--- src/rtl/sms_mem_pkg.sv ---
// Shared types, defaults and the ROM address mapping for the cartridge SDRAM arbiter.
package sms_mem_pkg;

  typedef enum logic [1:0] {OWN_DL, OWN_ROM, OWN_SAV} owner_t;
  typedef enum logic [1:0] {IDLE, ISSUE, WAIT} state_t;

  localparam logic [24:0] SAV_BASE_DEF = 25'h1F8_0000;
  localparam int          TIMEOUT_DEF  = 255;

  // Bank bits are masked by the cartridge size so mirrored banks share SDRAM.
  function automatic logic [24:0] rom_map(input logic [21:0] addr, input logic [7:0] mask);
    return {3'b000, addr[21:14] & mask, addr[13:0]};
  endfunction

endpackage

--- src/rtl/sms_rom_cache1.sv ---
// One-entry ROM read cache: tag/data/valid with hit compare and invalidate.
module sms_rom_cache1 #(
  parameter int AW = 25
) (
  input  logic          clk_sys,
  input  logic          reset_n,
  input  logic [AW-1:0] lookup_addr,
  output logic          hit,
  output logic [7:0]    hit_data,
  input  logic          load,
  input  logic [AW-1:0] load_addr,
  input  logic [7:0]    load_data,
  input  logic          inval
);

  logic          valid;
  logic [AW-1:0] tag;
  logic [7:0]    data;

  // Invalidate wins over a coincident load so stale ROM never survives a download.
  always_ff @(posedge clk_sys or negedge reset_n) begin
    if (!reset_n) begin
      valid <= 1'b0;
      tag   <= '0;
      data  <= 8'h00;
    end else if (inval) begin
      valid <= 1'b0;
    end else if (load) begin
      valid <= 1'b1;
      tag   <= load_addr;
      data  <= load_data;
    end
  end

  assign hit      = valid && (tag == lookup_addr);
  assign hit_data = data;

endmodule

--- src/rtl/sms_mem_arbiter.sv ---
// Single-owner sequencer for the cartridge SDRAM byte port (download, ROM fetch, save RAM).
// Save-RAM port is built only when SMS_SAVE_PORT_EN is defined.
module sms_mem_arbiter
  import sms_mem_pkg::*;
#(
  parameter int            AW       = 25,
  parameter logic [AW-1:0] SAV_BASE = AW'(SAV_BASE_DEF),
  parameter int            SAV_AW   = 15,
  parameter int            TIMEOUT  = TIMEOUT_DEF
) (
  input  logic              clk_sys,
  input  logic              reset_n,
  input  logic              dl_active,
  input  logic              dl_wr,
  input  logic [AW-1:0]     dl_addr,
  input  logic [7:0]        dl_data,
  output logic              dl_wait,
  output logic              dl_ovf,
  input  logic [7:0]        cart_mask,
  input  logic              rom_req,
  input  logic [21:0]       rom_addr,
  output logic [7:0]        rom_data,
  output logic              rom_ack,
  input  logic              sav_req,
  input  logic              sav_we,
  input  logic [SAV_AW-1:0] sav_addr,
  input  logic [7:0]        sav_din,
  output logic [7:0]        sav_dout,
  output logic              sav_ack,
  output logic [AW-1:0]     mem_addr,
  output logic [7:0]        mem_din,
  output logic              mem_we,
  output logic              mem_rd,
  input  logic [7:0]        mem_dout,
  input  logic              mem_ready,
  output logic              err_timeout
);

  state_t        state, state_nx;
  owner_t        owner;
  logic [AW-1:0] op_addr, dl_addr_q, rom_sdram, sav_sdram;
  logic [7:0]    op_data, dl_data_q, hit_data_q, cache_data, rd_val, wait_cnt;
  logic          op_we, dl_pend, dl_ovf_q, err_q, dl_active_q, hit_ack_q;
  logic          grant_dl, grant_rom, grant_sav, hit_take;
  logic          rom_ok, sav_ok, cache_hit;
  logic          timed_out, op_done, dl_done, rom_done, sav_done;

  assign rom_sdram = AW'(rom_map(rom_addr, cart_mask));
  // A registered hit ack is still in flight while the requester sees it, so hold off re-grant.
  assign rom_ok    = rom_req && !dl_active && !hit_ack_q;

`ifdef SMS_SAVE_PORT_EN
  assign sav_sdram = SAV_BASE | AW'(sav_addr);
  assign sav_ok    = sav_req && !dl_active;
`else
  logic unused_sav;
  assign sav_sdram  = '0;
  assign sav_ok     = 1'b0;
  assign unused_sav = ^{sav_req, sav_we, sav_addr, sav_din, SAV_BASE};
`endif

  assign timed_out = (state == WAIT) && !mem_ready && (wait_cnt == 8'(TIMEOUT - 1));
  assign op_done   = (state == WAIT) && (mem_ready || timed_out);
  assign rd_val    = mem_ready ? mem_dout : 8'hFF;
  assign dl_done   = op_done && (owner == OWN_DL);
  assign rom_done  = op_done && (owner == OWN_ROM);
  assign sav_done  = op_done && (owner == OWN_SAV);

  sms_rom_cache1 #(.AW(AW)) u_cache (
    .clk_sys     (clk_sys),
    .reset_n     (reset_n),
    .lookup_addr (rom_sdram),
    .hit         (cache_hit),
    .hit_data    (cache_data),
    .load        (rom_done && mem_ready),
    .load_addr   (op_addr),
    .load_data   (mem_dout),
    .inval       (dl_done || (dl_active && !dl_active_q))
  );

  always_comb begin
    state_nx  = state;
    grant_dl  = 1'b0;
    grant_rom = 1'b0;
    grant_sav = 1'b0;
    hit_take  = 1'b0;
    case (state)
      IDLE: begin
        if (dl_pend) begin
          grant_dl = 1'b1;
          state_nx = ISSUE;
        end else if (rom_ok && cache_hit) begin
          hit_take = 1'b1;
        end else if (rom_ok) begin
          grant_rom = 1'b1;
          state_nx  = ISSUE;
        end else if (sav_ok) begin
          grant_sav = 1'b1;
          state_nx  = ISSUE;
        end
      end
      ISSUE:   state_nx = WAIT;
      WAIT:    if (op_done) state_nx = IDLE;
      default: state_nx = IDLE;
    endcase
  end

  always_ff @(posedge clk_sys or negedge reset_n) begin
    if (!reset_n) begin
      state       <= IDLE;
      owner       <= OWN_DL;
      op_addr     <= '0;
      op_data     <= 8'h00;
      op_we       <= 1'b0;
      wait_cnt    <= 8'h00;
      dl_pend     <= 1'b0;
      dl_addr_q   <= '0;
      dl_data_q   <= 8'h00;
      dl_ovf_q    <= 1'b0;
      err_q       <= 1'b0;
      dl_active_q <= 1'b0;
      hit_ack_q   <= 1'b0;
      hit_data_q  <= 8'h00;
    end else begin
      state       <= state_nx;
      dl_active_q <= dl_active;
      hit_ack_q   <= hit_take;
      if (hit_take) hit_data_q <= cache_data;

      if (grant_dl) begin
        owner   <= OWN_DL;
        op_addr <= dl_addr_q;
        op_data <= dl_data_q;
        op_we   <= 1'b1;
      end else if (grant_rom) begin
        owner   <= OWN_ROM;
        op_addr <= rom_sdram;
        op_we   <= 1'b0;
      end else if (grant_sav) begin
        owner   <= OWN_SAV;
        op_addr <= sav_sdram;
        op_data <= sav_din;
        op_we   <= sav_we;
      end

      if (state == ISSUE)     wait_cnt <= 8'h00;
      else if (state == WAIT) wait_cnt <= wait_cnt + 8'h01;
      if (timed_out) err_q <= 1'b1;

      // A new strobe landing on the completion cycle stays pending and is not an overflow.
      if (dl_wr) begin
        dl_pend   <= 1'b1;
        dl_addr_q <= dl_addr;
        dl_data_q <= dl_data;
        if (dl_pend && !dl_done) dl_ovf_q <= 1'b1;
      end else if (dl_done) begin
        dl_pend <= 1'b0;
      end
    end
  end

  assign mem_addr    = op_addr;
  assign mem_din     = op_data;
  assign mem_we      = (state == ISSUE) && op_we;
  assign mem_rd      = (state == ISSUE) && !op_we;
  assign dl_wait     = dl_pend;
  assign dl_ovf      = dl_ovf_q;
  assign err_timeout = err_q;
  assign rom_ack     = rom_done || hit_ack_q;
  assign rom_data    = rom_done ? rd_val : (hit_ack_q ? hit_data_q : 8'h00);

`ifdef SMS_SAVE_PORT_EN
  assign sav_ack  = sav_done;
  assign sav_dout = sav_done ? rd_val : 8'h00;
`else
  assign sav_ack  = 1'b0;
  assign sav_dout = 8'h00;
`endif

endmodule
--- config.mk ---
export PLATFORM = sky130hd
export DESIGN_NAME = sms_mem_arbiter
export DESIGN_NICKNAME = d
export VERILOG_FILES = /design/src/rtl/sms_mem_pkg.sv /design/src/rtl/sms_rom_cache1.sv /design/src/rtl/sms_mem_arbiter.sv
export SDC_FILE = /design/constraint.sdc
export NUM_CORES = 1
export LEC_CHECK = 0
export ABC_AREA = 1
export BUFFER_PORTS_ARGS = -buffer_cell sky130_fd_sc_hd__buf_2
export CORE_UTILIZATION = 43
export DETAILED_ROUTE_END_ITERATION = 6
export PLACE_DENSITY = 0.77
export SYNTH_ARGS = -nofsm -noshare
export SYNTH_HDL_FRONTEND = slang
export SYNTH_HIERARCHICAL = 1
export SYNTH_SLANG_ARGS = --single-unit
--- constraint.sdc ---
create_clock -name clk_sys -period 2.65 [get_ports clk_sys]
set_clock_uncertainty 0.2 [all_clocks]
set_input_delay 0.1325 -clock clk_sys [delete_from_list [all_inputs] [get_ports clk_sys]]
set_output_delay 0.1325 -clock clk_sys [all_outputs]
set_load 0.01 [all_outputs]
==> results.md <==
- Final wirelength: 15.24 mm
- Final cycle utilization of the critical path: 93.04%
- Relative slew margins: 58.45%
- GR Overflow Total: 0
- Max Clk Rate: 0.4056 GHz
- Area Overhead vs Synth: 38.00%
- Ys Warns: 6
- Placer congestion estimate: 0.7926
- Setup ws final: 0.1844 ns
- Pins Over Slew Limit: 0
- Worst R2R Start: wait_cnt[0]
- ANT cells: 0
- H-tree levels: 4
- Nets: 1045
- Gr usage total: 22.38%
- Clk pin slew, worst setup/hold paths: 0.05 ns
- Commonest cells post-synth: nand2_1, dfrtp_1, inv_1
- Port Buffers: 123
- Top-count cell post-synth: nand2_1
- Startpoint Class: register
- Core area: 0.01335 sq mm
- RSZ-0062 raised after global routing: false
- Max Cap Viol: 0
- Final setup viols: 0
- Hold Startpoint: dl_wr
- Final min period: 2.466 ns
- Vias in the first global route: 5236
- Die width: 119.7 um
- EDFF count, synth: 0
- Most common flop cell mapped by yosys: dfrtp_1
- Row cnt: 42
- Largest net degree at the start of global routing: 55
- Setup_tns: 0 ns
- Synth cell types: 34
- Crit path max fanout: 7
- Die H: 119.7 um
- Max IR drop VDD: 0.0004904 V
- Drt initial violations: 363
- Vias per inst: 4.724
- DIE AREA: 0.01432 sq mm
- Leak: 4.407 nW
- Number of detailed-route iterations in the first pass: 5
- Initial Util: 44.60%
- DP Wirelength: 9.482 mm
- Cell Pwr Density: 818.3 mW/mm^2
- Crit. End Element: register
- I/O pin count: 158
- Post-synth top area cell: dfrtp_1
- Worst skew pair latency: 0.41 ns
- Worst slew pin tran: 0.6233 ns
- Hold slack: 0.04077 ns
- Synth Cell Area: 0.005953 sq mm
- Synth top area cells: dfrtp_1, nand2_1, inv_1
- Layout Utilization: 61.55%
- Initial antenna violation count: 0
- DR WL/cell: 13.54 um
- Clock Tree Root: clkbuf_16
- Req. time, crit path: 2.74 ns
- Pwr Total: 6.723 mW
- CTS Buf Count: 17
- Final hold viol count: 0
- Mapped Cells: 720
- R2r setup slk: 0.18 ns
- Reg-to-reg critical path endpoint: u_cache/hit_data[1]
- Routed Antenna Nets: 0
- Reg2Reg Depth: 11
- Min-Delay Path Class: in -> reg
- CP startpoint: wait_cnt[0]
- Post-CTS Setup Inserts: 0
- Kind of critical path: reg -> reg
- #FFs+latches synth: 125
- Hold Path End: dl_addr_q[0]
- Worst path arrival time: 2.56 ns
- DR vias: 5314
- Drc violations: 0
- TritonCTS Sinks: 125
- First-pass GRT wire length: 24.77 mm
- Async S/R FF share, synth: 100.0%
- Status: finished, final reports clean
- Worst slack, placed: 0.1666 ns
- CTS tree: done
- Syn_area_per_cell: 8.268 sq um
- Post-synth top area share: 52.54%
- Register area share after synthesis: 52.54%
- Clock Path Buffers: 2
- Proportion of layout cells with a drive suffix above 1: 20.76%
- Hold depth: 3
==> final cells by class <==
cell class	count	area [sq um]
Fill cell	1111	5132
Sequential cell	125	3128
Multi-Input combinational cell	455	2225
Timing Repair Buffer	222	1629
Clock buffer	22	484.2
Inverter	117	439.2
Tap cell	176	220.2
Clock inverter	8	90.09
==> worst max-delay path, cell delays in order, from the launching register on <==
cell	delay, ns
dfrtp_1	0.39
inv_1	0.10
ha_1	0.15
nand2_1	0.06
nor2_1	0.16
nand3_4	0.13
nand2_2	0.11
nand3_1	0.13
o21ai_1	0.17
or2_4	0.22
buf_4	0.19
mux2_2	0.35
==> layer usage <==
metal	wire [um]	track usage (%)	share of wire, %
met3	578	5.228	3.8
met2	7685	37.75	50
met1	6663	27.68	44
met4	308	8.828	2.0
met5	0	0	0
==> per-stage QoR <==
stage          cells  instance area, sq um
2_1_floorplan    734                  6006
3_3_place_gp    1009                  6763
3_5_place_dp    1009                  6763
4_1_cts         1124                  8188
5_1_grt         1125                  8215
6_report        1125                  8215
==> sequential cells by signal (all words and copies together), names as in the netlist <==
signal and flops:
u_cache/hit_data 8, dl_ovf 1, hit_data_q 8, owner 1, op_we 1, u_cache/valid 1, dl_active_q 1, u_cache/tag 25
dl_addr_q 25, hit_ack_q 1, err_timeout 1, wait_cnt 8, mem_din 8, mem_addr 25, dl_data_q 8, state 2
dl_wait 1
==> kinds of logic (layout without fill, tap and decap cells) <==
family	after synthesis	after routing	synth area share, %
AND/OR/NAND/NOR	316	316	22.45
buffers and inverters	154	369	11.05
flip-flops	125	125	52.54
AO/OA/AOI/OAI	107	107	10.36
multiplexers	11	11	2.333
adder cells (fa/ha/maj)	5	5	1.051
other	1	15	0.06299
XOR/XNOR	1	1	0.1471
==> power breakdown <==
| group | internal, mW | switching [mW] |
|---|---|---|
| combinational | 0.768 | 1.08 |
| clock | 1.46 | 0.794 |
| sequential | 2.33 | 0.291 |
==> layout by cell type, fill, tap and decap left out, types with 7 or more instances in the layout <==
cell / synthesis / final
nand3_1: 46 / 46
conb_1: 1 / 15
nand2_1: 197 / 196
buf_4: 9 / 11
dfrtp_1: 125 / 125
mux2_2: 7 / 7
clkbuf_16: 0 / 18
a21oi_1: 32 / 32
o21ai_0: 48 / 47
o211ai_1: 12 / 12
o221ai_1: 8 / 8
buf_2: 13 / 122
dlygate4sd3_1: 0 / 85
or2_2: 8 / 8
nor2_1: 49 / 49
inv_1: 115 / 115
==> worst max-delay path by stage <==
stage,slack (ns),endpoint
3_3_place_gp,0.23,u_cache/tag[20]
2_1_floorplan,0.21,u_cache/hit_data[5]
6_report,0.18,u_cache/hit_data[1]
5_1_grt,0.008,u_cache/tag[20]
3_5_place_dp,0.17,u_cache/tag[20]
4_1_cts,0.16,u_cache/tag[20]
==> timing repair <==
action	in CTS	in global routing
setup endpoints to repair	0	4
hold endpoints to repair	111	0
hold buffers	85	0
gates resized for setup	0	2
Note: power is estimated with default switching activity, not from simulation.
